## src/rtl/window_seq.sv

```systemverilog
// Frame sequencer for the window -> FFT datapath: waits for a chirp, settles,
// waits for FFT ready, windows N samples, then checks that N outputs return.
module window_seq #(
   parameter int unsigned N               = 1024,
   parameter int unsigned LATENCY         = 2,
   parameter int unsigned SETTLE_WIDTH    = 16,
   parameter int unsigned FRAME_CNT_WIDTH = 16
) (
   input  logic                       clk,
   input  logic                       rst_n,
   input  logic                       clk_en,
   input  logic                       chirp_start,
   input  logic [SETTLE_WIDTH-1:0]    settle_len,
   input  logic                       fft_ready,
   input  logic                       abort,
   input  logic                       clr_status,
   input  logic                       win_dvalid,
   output logic                       win_en,
   output logic                       busy,
   output logic                       frame_done,
   output logic [FRAME_CNT_WIDTH-1:0] frame_cnt,
   output logic                       overrun,
   output logic                       pipe_err
);

   localparam int unsigned CW = $clog2(N + 1);
   localparam int unsigned DW = $clog2(LATENCY + 3);

   typedef enum logic [2:0] {
      S_IDLE,
      S_SETTLE,
      S_WAIT_RDY,
      S_ACTIVE,
      S_DRAIN
   } state_t;

   state_t                  state;
   logic                    pending;
   logic [SETTLE_WIDTH-1:0] settle_ctr;
   logic [CW-1:0]           samp_ctr;
   logic [CW-1:0]           out_ctr;
   logic [DW-1:0]           drain_ctr;

   logic accept_c;
   logic chirp_ovr_c;
   logic extra_dv_c;
   logic timeout_c;
   logic counting_c;

   // Event decode shared by the state register and the sticky flags
   always_comb begin
      accept_c    = (state == S_IDLE) && clk_en && pending;
      chirp_ovr_c = chirp_start && !abort && (busy || accept_c);
      extra_dv_c  = clk_en && win_dvalid && (out_ctr == CW'(N));
      timeout_c   = (state == S_DRAIN) && (out_ctr != CW'(N)) &&
                    (drain_ctr == DW'(LATENCY + 2));
      counting_c  = clk_en && win_dvalid && (out_ctr != CW'(N)) &&
                    ((state == S_ACTIVE) || (state == S_DRAIN));
   end

   // Sequencer state, counters and registered outputs
   always_ff @(posedge clk or negedge rst_n) begin
      if (!rst_n) begin
         state      <= S_IDLE;
         pending    <= 1'b0;
         settle_ctr <= '0;
         samp_ctr   <= '0;
         out_ctr    <= '0;
         drain_ctr  <= '0;
         win_en     <= 1'b0;
         busy       <= 1'b0;
         frame_done <= 1'b0;
         frame_cnt  <= '0;
         overrun    <= 1'b0;
         pipe_err   <= 1'b0;
      end else begin
         frame_done <= 1'b0;

         // Sticky flags: a new error in the same cycle beats a clear
         if (chirp_ovr_c)             overrun  <= 1'b1;
         else if (clr_status)         overrun  <= 1'b0;
         if (extra_dv_c || timeout_c) pipe_err <= 1'b1;
         else if (clr_status)         pipe_err <= 1'b0;

         if (abort) begin
            state      <= S_IDLE;
            pending    <= 1'b0;
            settle_ctr <= '0;
            samp_ctr   <= '0;
            out_ctr    <= '0;
            drain_ctr  <= '0;
            win_en     <= 1'b0;
            busy       <= 1'b0;
         end else begin
            // A chirp seen in the accept cycle is an overrun, not a queued frame
            if (chirp_start && !busy && !accept_c) pending <= 1'b1;
            else if (accept_c)                     pending <= 1'b0;

            if (counting_c) out_ctr <= out_ctr + CW'(1);

            unique case (state)
               S_IDLE: begin
                  if (accept_c) begin
                     settle_ctr <= settle_len;
                     busy       <= 1'b1;
                     state      <= (settle_len == '0) ? S_WAIT_RDY : S_SETTLE;
                  end
               end
               S_SETTLE: begin
                  if (clk_en) begin
                     settle_ctr <= settle_ctr - SETTLE_WIDTH'(1);
                     if (settle_ctr == SETTLE_WIDTH'(1)) state <= S_WAIT_RDY;
                  end
               end
               S_WAIT_RDY: begin
                  if (clk_en && fft_ready) begin
                     win_en   <= 1'b1;
                     samp_ctr <= '0;
                     out_ctr  <= '0;
                     state    <= S_ACTIVE;
                  end
               end
               S_ACTIVE: begin
                  if (clk_en) begin
                     samp_ctr <= samp_ctr + CW'(1);
                     if (samp_ctr == CW'(N - 1)) begin
                        win_en    <= 1'b0;
                        drain_ctr <= '0;
                        state     <= S_DRAIN;
                     end
                  end
               end
               S_DRAIN: begin
                  if (out_ctr == CW'(N)) begin
                     frame_done <= 1'b1;
                     frame_cnt  <= frame_cnt + FRAME_CNT_WIDTH'(1);
                     busy       <= 1'b0;
                     state      <= S_IDLE;
                  end else if (timeout_c) begin
                     busy  <= 1'b0;
                     state <= S_IDLE;
                  end else if (clk_en) begin
                     drain_ctr <= drain_ctr + DW'(1);
                  end
               end
               default: begin
                  busy  <= 1'b0;
                  state <= S_IDLE;
               end
            endcase
         end
      end
   end

endmodule

```

## config.mk

```make
export PLATFORM = sky130hd
export DESIGN_NAME = window_seq
export DESIGN_NICKNAME = d
export VERILOG_FILES = /design/src/rtl/window_seq.sv
export SDC_FILE = /design/constraint.sdc
export NUM_CORES = 1
export LEC_CHECK = 0
export ABC_AREA = 1
export CAP_MARGIN = 25
export CORE_ASPECT_RATIO = 1.75
export CORE_MARGIN = 4
export CORE_UTILIZATION = 60
export CTS_CLUSTER_SIZE = 24
export DETAILED_ROUTE_END_ITERATION = 6
export PLACE_DENSITY = 0.86
export SETUP_SLACK_MARGIN = 0.05
export SYNTH_ARGS = -nofsm -noshare
export SYNTH_HDL_FRONTEND = slang
export SYNTH_SLANG_ARGS = --single-unit
```

## constraint.sdc

```tcl
create_clock -name clk -period 4.2 [get_ports clk]
set_clock_uncertainty 0.2 [all_clocks]
set_input_delay 0.63 -clock clk [delete_from_list [all_inputs] [get_ports clk]]
set_output_delay 0.63 -clock clk [all_outputs]
set_load 0.02 [all_outputs]
```

# After elaboration in Yosys (flattened, before gate mapping)
# Cells that the tools add are included.
dict set report word_totals {
  out_inout_bits 21
  wordCells 122
  reg_bits 66
  inputBits 24
}
dict set report classes {
  n_bitwise 1
  n_reduce_logical 35
  add_sub_neg 5
  mux 49
  n_eq_ne 20
}
# op count
set op_table {}
lappend op_table {{11-bit two-way mux} 7}
lappend op_table {{16-bit two-way mux} 3}
lappend op_table {{3-bit two-way mux} 15}
lappend op_table {{16-bit case mux with 2 select lines} 1}
lappend op_table {{3-bit != test (second input constant)} 8}
lappend op_table {{11-bit by 1-bit adder with 11-bit output (second input constant)} 2}
lappend op_table {{11-bit case mux with 2 select lines} 1}
lappend op_table {{1-bit two-way mux} 17}
lappend op_table {{16-bit by 1-bit adder with 16-bit output (second input constant)} 1}
lappend op_table {{16-bit by 1-bit == test with 1-bit output (second input constant)} 1}
lappend op_table {{16-bit logical NOT} 1}
lappend op_table {{16-bit by 1-bit subtractor with 16-bit output (second input constant)} 1}
lappend op_table {{3-bit case mux with 5 select lines} 1}
lappend op_table {{1-bit logical AND} 13}
lappend op_table {{3-bit AND reduction} 4}
lappend op_table {{3-bit nonzero test} 4}
lappend op_table {{11-bit by 10-bit == test with 1-bit output (second input constant)} 1}
lappend op_table {{11-bit == test (second input constant)} 1}
lappend op_table {{11-bit != test (second input constant)} 1}
lappend op_table {{7-bit AND reduction} 1}
lappend op_table {{3-bit by 2-bit == test with 1-bit output (second input constant)} 2}
lappend op_table {{3-bit == test (second input constant)} 2}
lappend op_table {{3-bit case mux with 2 select lines} 1}
lappend op_table {{6-bit AND reduction} 1}
lappend op_table {{other kinds (15)} 20}

# Logic depth before layout (Yosys ltp)
dict set report depth {
  ltp_word 7
  mapped_depth 12
  ltp_nobuf 12
}

# Worst setup path after synthesis
# No wires, ideal clock.
dict set report synth_path {
  path_type {flip-flop to flip-flop}
  start {register out_ctr[0]}
  end {register frame_cnt[6]}
  stages_incl_launch_ff 12
  path_buffers 0
  setup_time_ns 0.122
  t_arrival_ns 1.472
  setup_slack_ns 2.406
  period_less_slack_ns 1.794
  required_time_ns 3.878
  path_cell_list {dfrtp_1 inv_1 ha_1 inv_1 nor2_1 nand3_1 nor2_1 nand2_2 nor2_2 nand2_1 nor2_1 a21oi_1}
}
dict set report synth_between {
  elab_chain_len 2
}
# item line_no
set synth_rtl {}
lappend synth_rtl {{from (decl)} 41} ;# logic [CW-1:0] out_ctr;
lappend synth_rtl {{from (signal assigned)} 99} ;# if (counting_c) out_ctr <= out_ctr + CW'(1);
lappend synth_rtl {{11-bit == test} 134} ;# if (out_ctr == CW'(N)) begin
lappend synth_rtl {{3-bit AND reduction (no source line)} -}
lappend synth_rtl {{to (signal assigned)} 136} ;# frame_cnt <= frame_cnt + FRAME_CNT_WIDTH'(1);
lappend synth_rtl {{to (decl)} 21} ;# output logic [FRAME_CNT_WIDTH-1:0] frame_cnt,
# No other way between the ends.
# A chain may end at the register's enable or synchronous reset.

# Worst setup path in the final report
dict set report layout_path {
  start {input port abort}
  end {register win_en}
}
dict set report layout_between {
  elab_chain_len 2
  word_cells_on_any_way 6
  classes_between {eq/ne: 3; mux: 1; reduce/logical: 2}
}
# item line_no
set layout_rtl {}
lappend layout_rtl {{from (decl)} 15} ;# input logic abort,
lappend layout_rtl {{3-bit != test (no source line), or another cell as far along} -}
lappend layout_rtl {{4-bit AND reduction (no source line)} -}
lappend layout_rtl {{to (signal assigned)} 70} ;# win_en <= 1'b0;
lappend layout_rtl {{to (signal assigned)} 92} ;# win_en <= 1'b0;
lappend layout_rtl {{to (signal assigned)} 117} ;# win_en <= 1'b1;
lappend layout_rtl {{to (decl)} 18} ;# output logic win_en,
# Several ways; a longest one is shown, not always the timed one.

==> results.sh <==
export IMPL_drv_cap=0
export IMPL_max_stage_delay_ns=0.81
export IMPL_rr_endpoint="frame_cnt[10]"
export IMPL_io_buffers=44
export IMPL_die_x_microns=71.5
export IMPL_antenna_left=0
export IMPL_wirelength_microns=10900
export IMPL_core_area_sq_um=6860
export IMPL_numCtsBuffers=9
export IMPL_synth_area_sq_um=4240
export IMPL_worstPathMaxFanout=19
export IMPL_seq_area_frac_synth_pct=39.0
export IMPL_clock_path_buffers=2
export IMPL_rr_worst_depth=7
export IMPL_grt_use_total_pct=27.1
export IMPL_start_kind="input port"
export IMPL_peakVddDrop_uv=332
export IMPL_grt_pass1_wl_microns=18700
export IMPL_grt_pass1_vias=4321
export IMPL_cts_tree="built"
export IMPL_syn_to_final_growth_pct=19.2
export IMPL_cp_required_ns=4.20
export IMPL_vias_per_cell=5.65
export IMPL_overflow=0
export IMPL_io_pins=45
export IMPL_clock_root_buffer="clkbuf_16"
export IMPL_hold_path_class="in2async"
export IMPL_run_status="complete, no violations"
export IMPL_p_per_area_nw_per_um2=475
export IMPL_critical_path_class="in2reg"
export IMPL_timing_slew_headroom_pct=49.0
export IMPL_wl_per_cell_microns=14.3
export IMPL_fmax_mhz=374
export IMPL_drive_above_1_share_pct=5.60
export IMPL_hpwl_microns=7930
export IMPL_n_fill_cell=522
export IMPL_num_rows=40
export IMPL_initial_core_util_pct=61.8
export IMPL_cts_sink_count=66
export IMPL_path_clk_slew_ns=0.05
export IMPL_cp_depth=8
export IMPL_worstMarginPinSlew_ns=0.765
export IMPL_cp_buffers_inverters=3
export IMPL_multi_input_area_sq_um=2260
export IMPL_reg2reg_slack_ns=2.03
export IMPL_place_area_sq_um=4750
export IMPL_grt_max_degree=35
export IMPL_setup_viol=0
export IMPL_fin_crit_ns=2.68
export IMPL_cp_end_kind="flip-flop"
export IMPL_cts_setup_buffers=0
export IMPL_regArea_sq_um=1650
export IMPL_drc=0
export IMPL_r2r_start="out_ctr[0]"
export IMPL_synth_cell_type_count=31
export IMPL_antenna_found_initial=0
export IMPL_diodes=0
export IMPL_finalNetCount=707
export IMPL_place_congestion=0.892
export IMPL_stdcell_area_sq_um=5050
export IMPL_maxSlewViolCount=0
export IMPL_syn_inst=625
export IMPL_dr_total_vias=4311
export IMPL_ctsHoldBuffers=0
export IMPL_arrival_ns=2.68
export IMPL_final_period_utilization_pct=63.7
export IMPL_drt_pass1_iter_count=5
export IMPL_p_leak_nw=2.46
export IMPL_path_delay_family="buffers and inverters"
export IMPL_synth_seq_cells=66
export IMPL_crit_chain="clkdlybuf4s50_1 > inv_2 > nand2_1 > nor2_1 > nor2_4 > inv_1 > o21ai_0 > o21ai_0"
export IMPL_die_area_sq_um=8520
export IMPL_rsz0062_at_grt="no"
export IMPL_synth_avg_cell_area_sq_um=6.78
export IMPL_syn_nets=657
export IMPL_post_cts_resized=0
export IMPL_drt_initial_drc_count=384
export IMPL_clock_latency_ns=0.33
export IMPL_fin_setup_tns_ns=0
export IMPL_htreeDepth=3
export IMPL_die_h_microns=119
export IMPL_cpMaxStageDelayCell="clkdlybuf4s50_1"
export IMPL_yosys_warnings=0
export IMPL_path_common_cell="o21ai_0"
export IMPL_final_hold_viol_count=0
==> registers in the layout, summed over array words and instances (netlist names), 3 cells and up <==
signal      count
state           3
out_ctr        11
settle_ctr     16
frame_cnt      16
samp_ctr       11
drain_ctr       3
==> cells in the mapped netlist <==
cell	instances	area share, %
nand2_2	6	0.89
ha_1	8	2.4
o211ai_1	1	0.18
buf_6	1	0.27
nand3_2	3	0.71
nand4_1	10	1.5
o221ai_1	1	0.21
o21ai_0	36	4.3
nor4_1	3	0.44
nor2_2	5	0.74
o22ai_1	5	0.74
dfrtp_1	66	39
o21bai_1	2	0.35
xor2_1	21	4.3
nor2_1	110	9.7
nor3b_1	1	0.18
nand3b_1	4	0.71
xnor2_1	3	0.62
nor2_4	2	0.53
inv_2	4	0.35
a31oi_1	1	0.15
nor3_1	12	1.4
buf_4	2	0.35
a21oi_1	12	1.4
and3_1	1	0.15
nand2_1	187	17
buf_2	4	0.47
or2_2	1	0.15
nand3_1	42	5.0
inv_1	70	6.2
o21ai_1	1	0.12
==> report_power, final <==
| group | switching [W] | internal, W |
|---|---|---|
| logic | 0.000547 | 0.000269 |
| registers | 0.0000924 | 0.000727 |
| clock network | 0.000261 | 0.000503 |
==> layer usage <==
metal / vias to the layer above / global-route usage, % / part of all wire, %
met4: 0 / 14.0 / 4.3
met2: 166 / 48.8 / 54
met1: 2011 / 29.5 / 37
li1: 2086 / - / -
met3: 48 / 4.73 / 4.8
met5: - / 0 / 0
==> cell usage in the layout, fill, tap and decap left out <==
cell type / Yosys / layout
and3_1: 1 / 1
ha_1: 8 / 8
clkbuf_1: 0 / 1
xnor2_1: 3 / 3
o21ai_1: 1 / 1
dfrtp_1: 66 / 66
inv_2: 4 / 4
clkbuf_16: 0 / 9
nor3_1: 12 / 12
nand2_2: 6 / 6
nand3b_1: 4 / 4
inv_1: 70 / 70
buf_4: 2 / 2
nand3_2: 3 / 3
bufinv_16: 0 / 1
a21oi_1: 12 / 12
o21bai_1: 2 / 2
a31oi_1: 1 / 1
nor2_2: 5 / 5
clkbuf_8: 0 / 3
buf_2: 4 / 1
clkdlybuf4s50_1: 0 / 43
nor4_1: 3 / 3
or2_2: 1 / 1
nor2_4: 2 / 2
clkinv_2: 0 / 1
nand3_1: 42 / 42
o211ai_1: 1 / 1
nor2_1: 110 / 110
nand2_1: 187 / 187
o21ai_0: 36 / 36
xor2_1: 21 / 21
nor3b_1: 1 / 1
o221ai_1: 1 / 1
nand4_1: 10 / 10
o22ai_1: 5 / 5
==> final cells by class <==
cell class | instances | area share [%]
multi-input cells | 478 | 44.8
flip-flops and latches | 66 | 32.7
repair buffers | 46 | 8.92
inverters | 74 | 5.50
clock buffers | 13 | 5.35
well taps | 84 | 2.08
clock inverters | 2 | 0.693
==> through the flow <==
stage          hold slack, ns  utilization [%]  cells  setup WS [ns]  power (W)
2_1_floorplan           0.134                -    625           2.41    0.00139
3_3_place_gp            0.265             69.2    748           1.34    0.00158
3_5_place_dp            0.288             69.2    748           1.27    0.00161
4_1_cts                 0.189             73.7    763           1.56    0.00239
5_1_grt                 0.230             73.7    763           1.25    0.00255
6_report                0.166             73.7    763           1.52    0.00240
==> cell families after synthesis <==
logic type | Yosys count | share of synthesized area (%)
buffers and inverters | 81 | 7.65
AOI/OAI and AO/OA | 59 | 7.41
adders and majority gates | 8 | 2.36
and+or+nand+nor | 387 | 38.6
DFF | 66 | 39.0
xor gates and xnor gates | 24 | 4.96
==> worst max path at each step <==
| stage | startpoint | end | slack, ns |
|---|---|---|---|
| finish | abort | win_en | 1.52 |
| global placement | abort | win_en | 1.34 |
| global route | abort | win_en | 1.25 |
| floorplan | out_ctr[0] | frame_cnt[6] | 2.41 |
| CTS | abort | win_en | 1.56 |
| detailed placement | abort | out_ctr[10] | 1.27 |
Power figures use the tool's default switching activity.
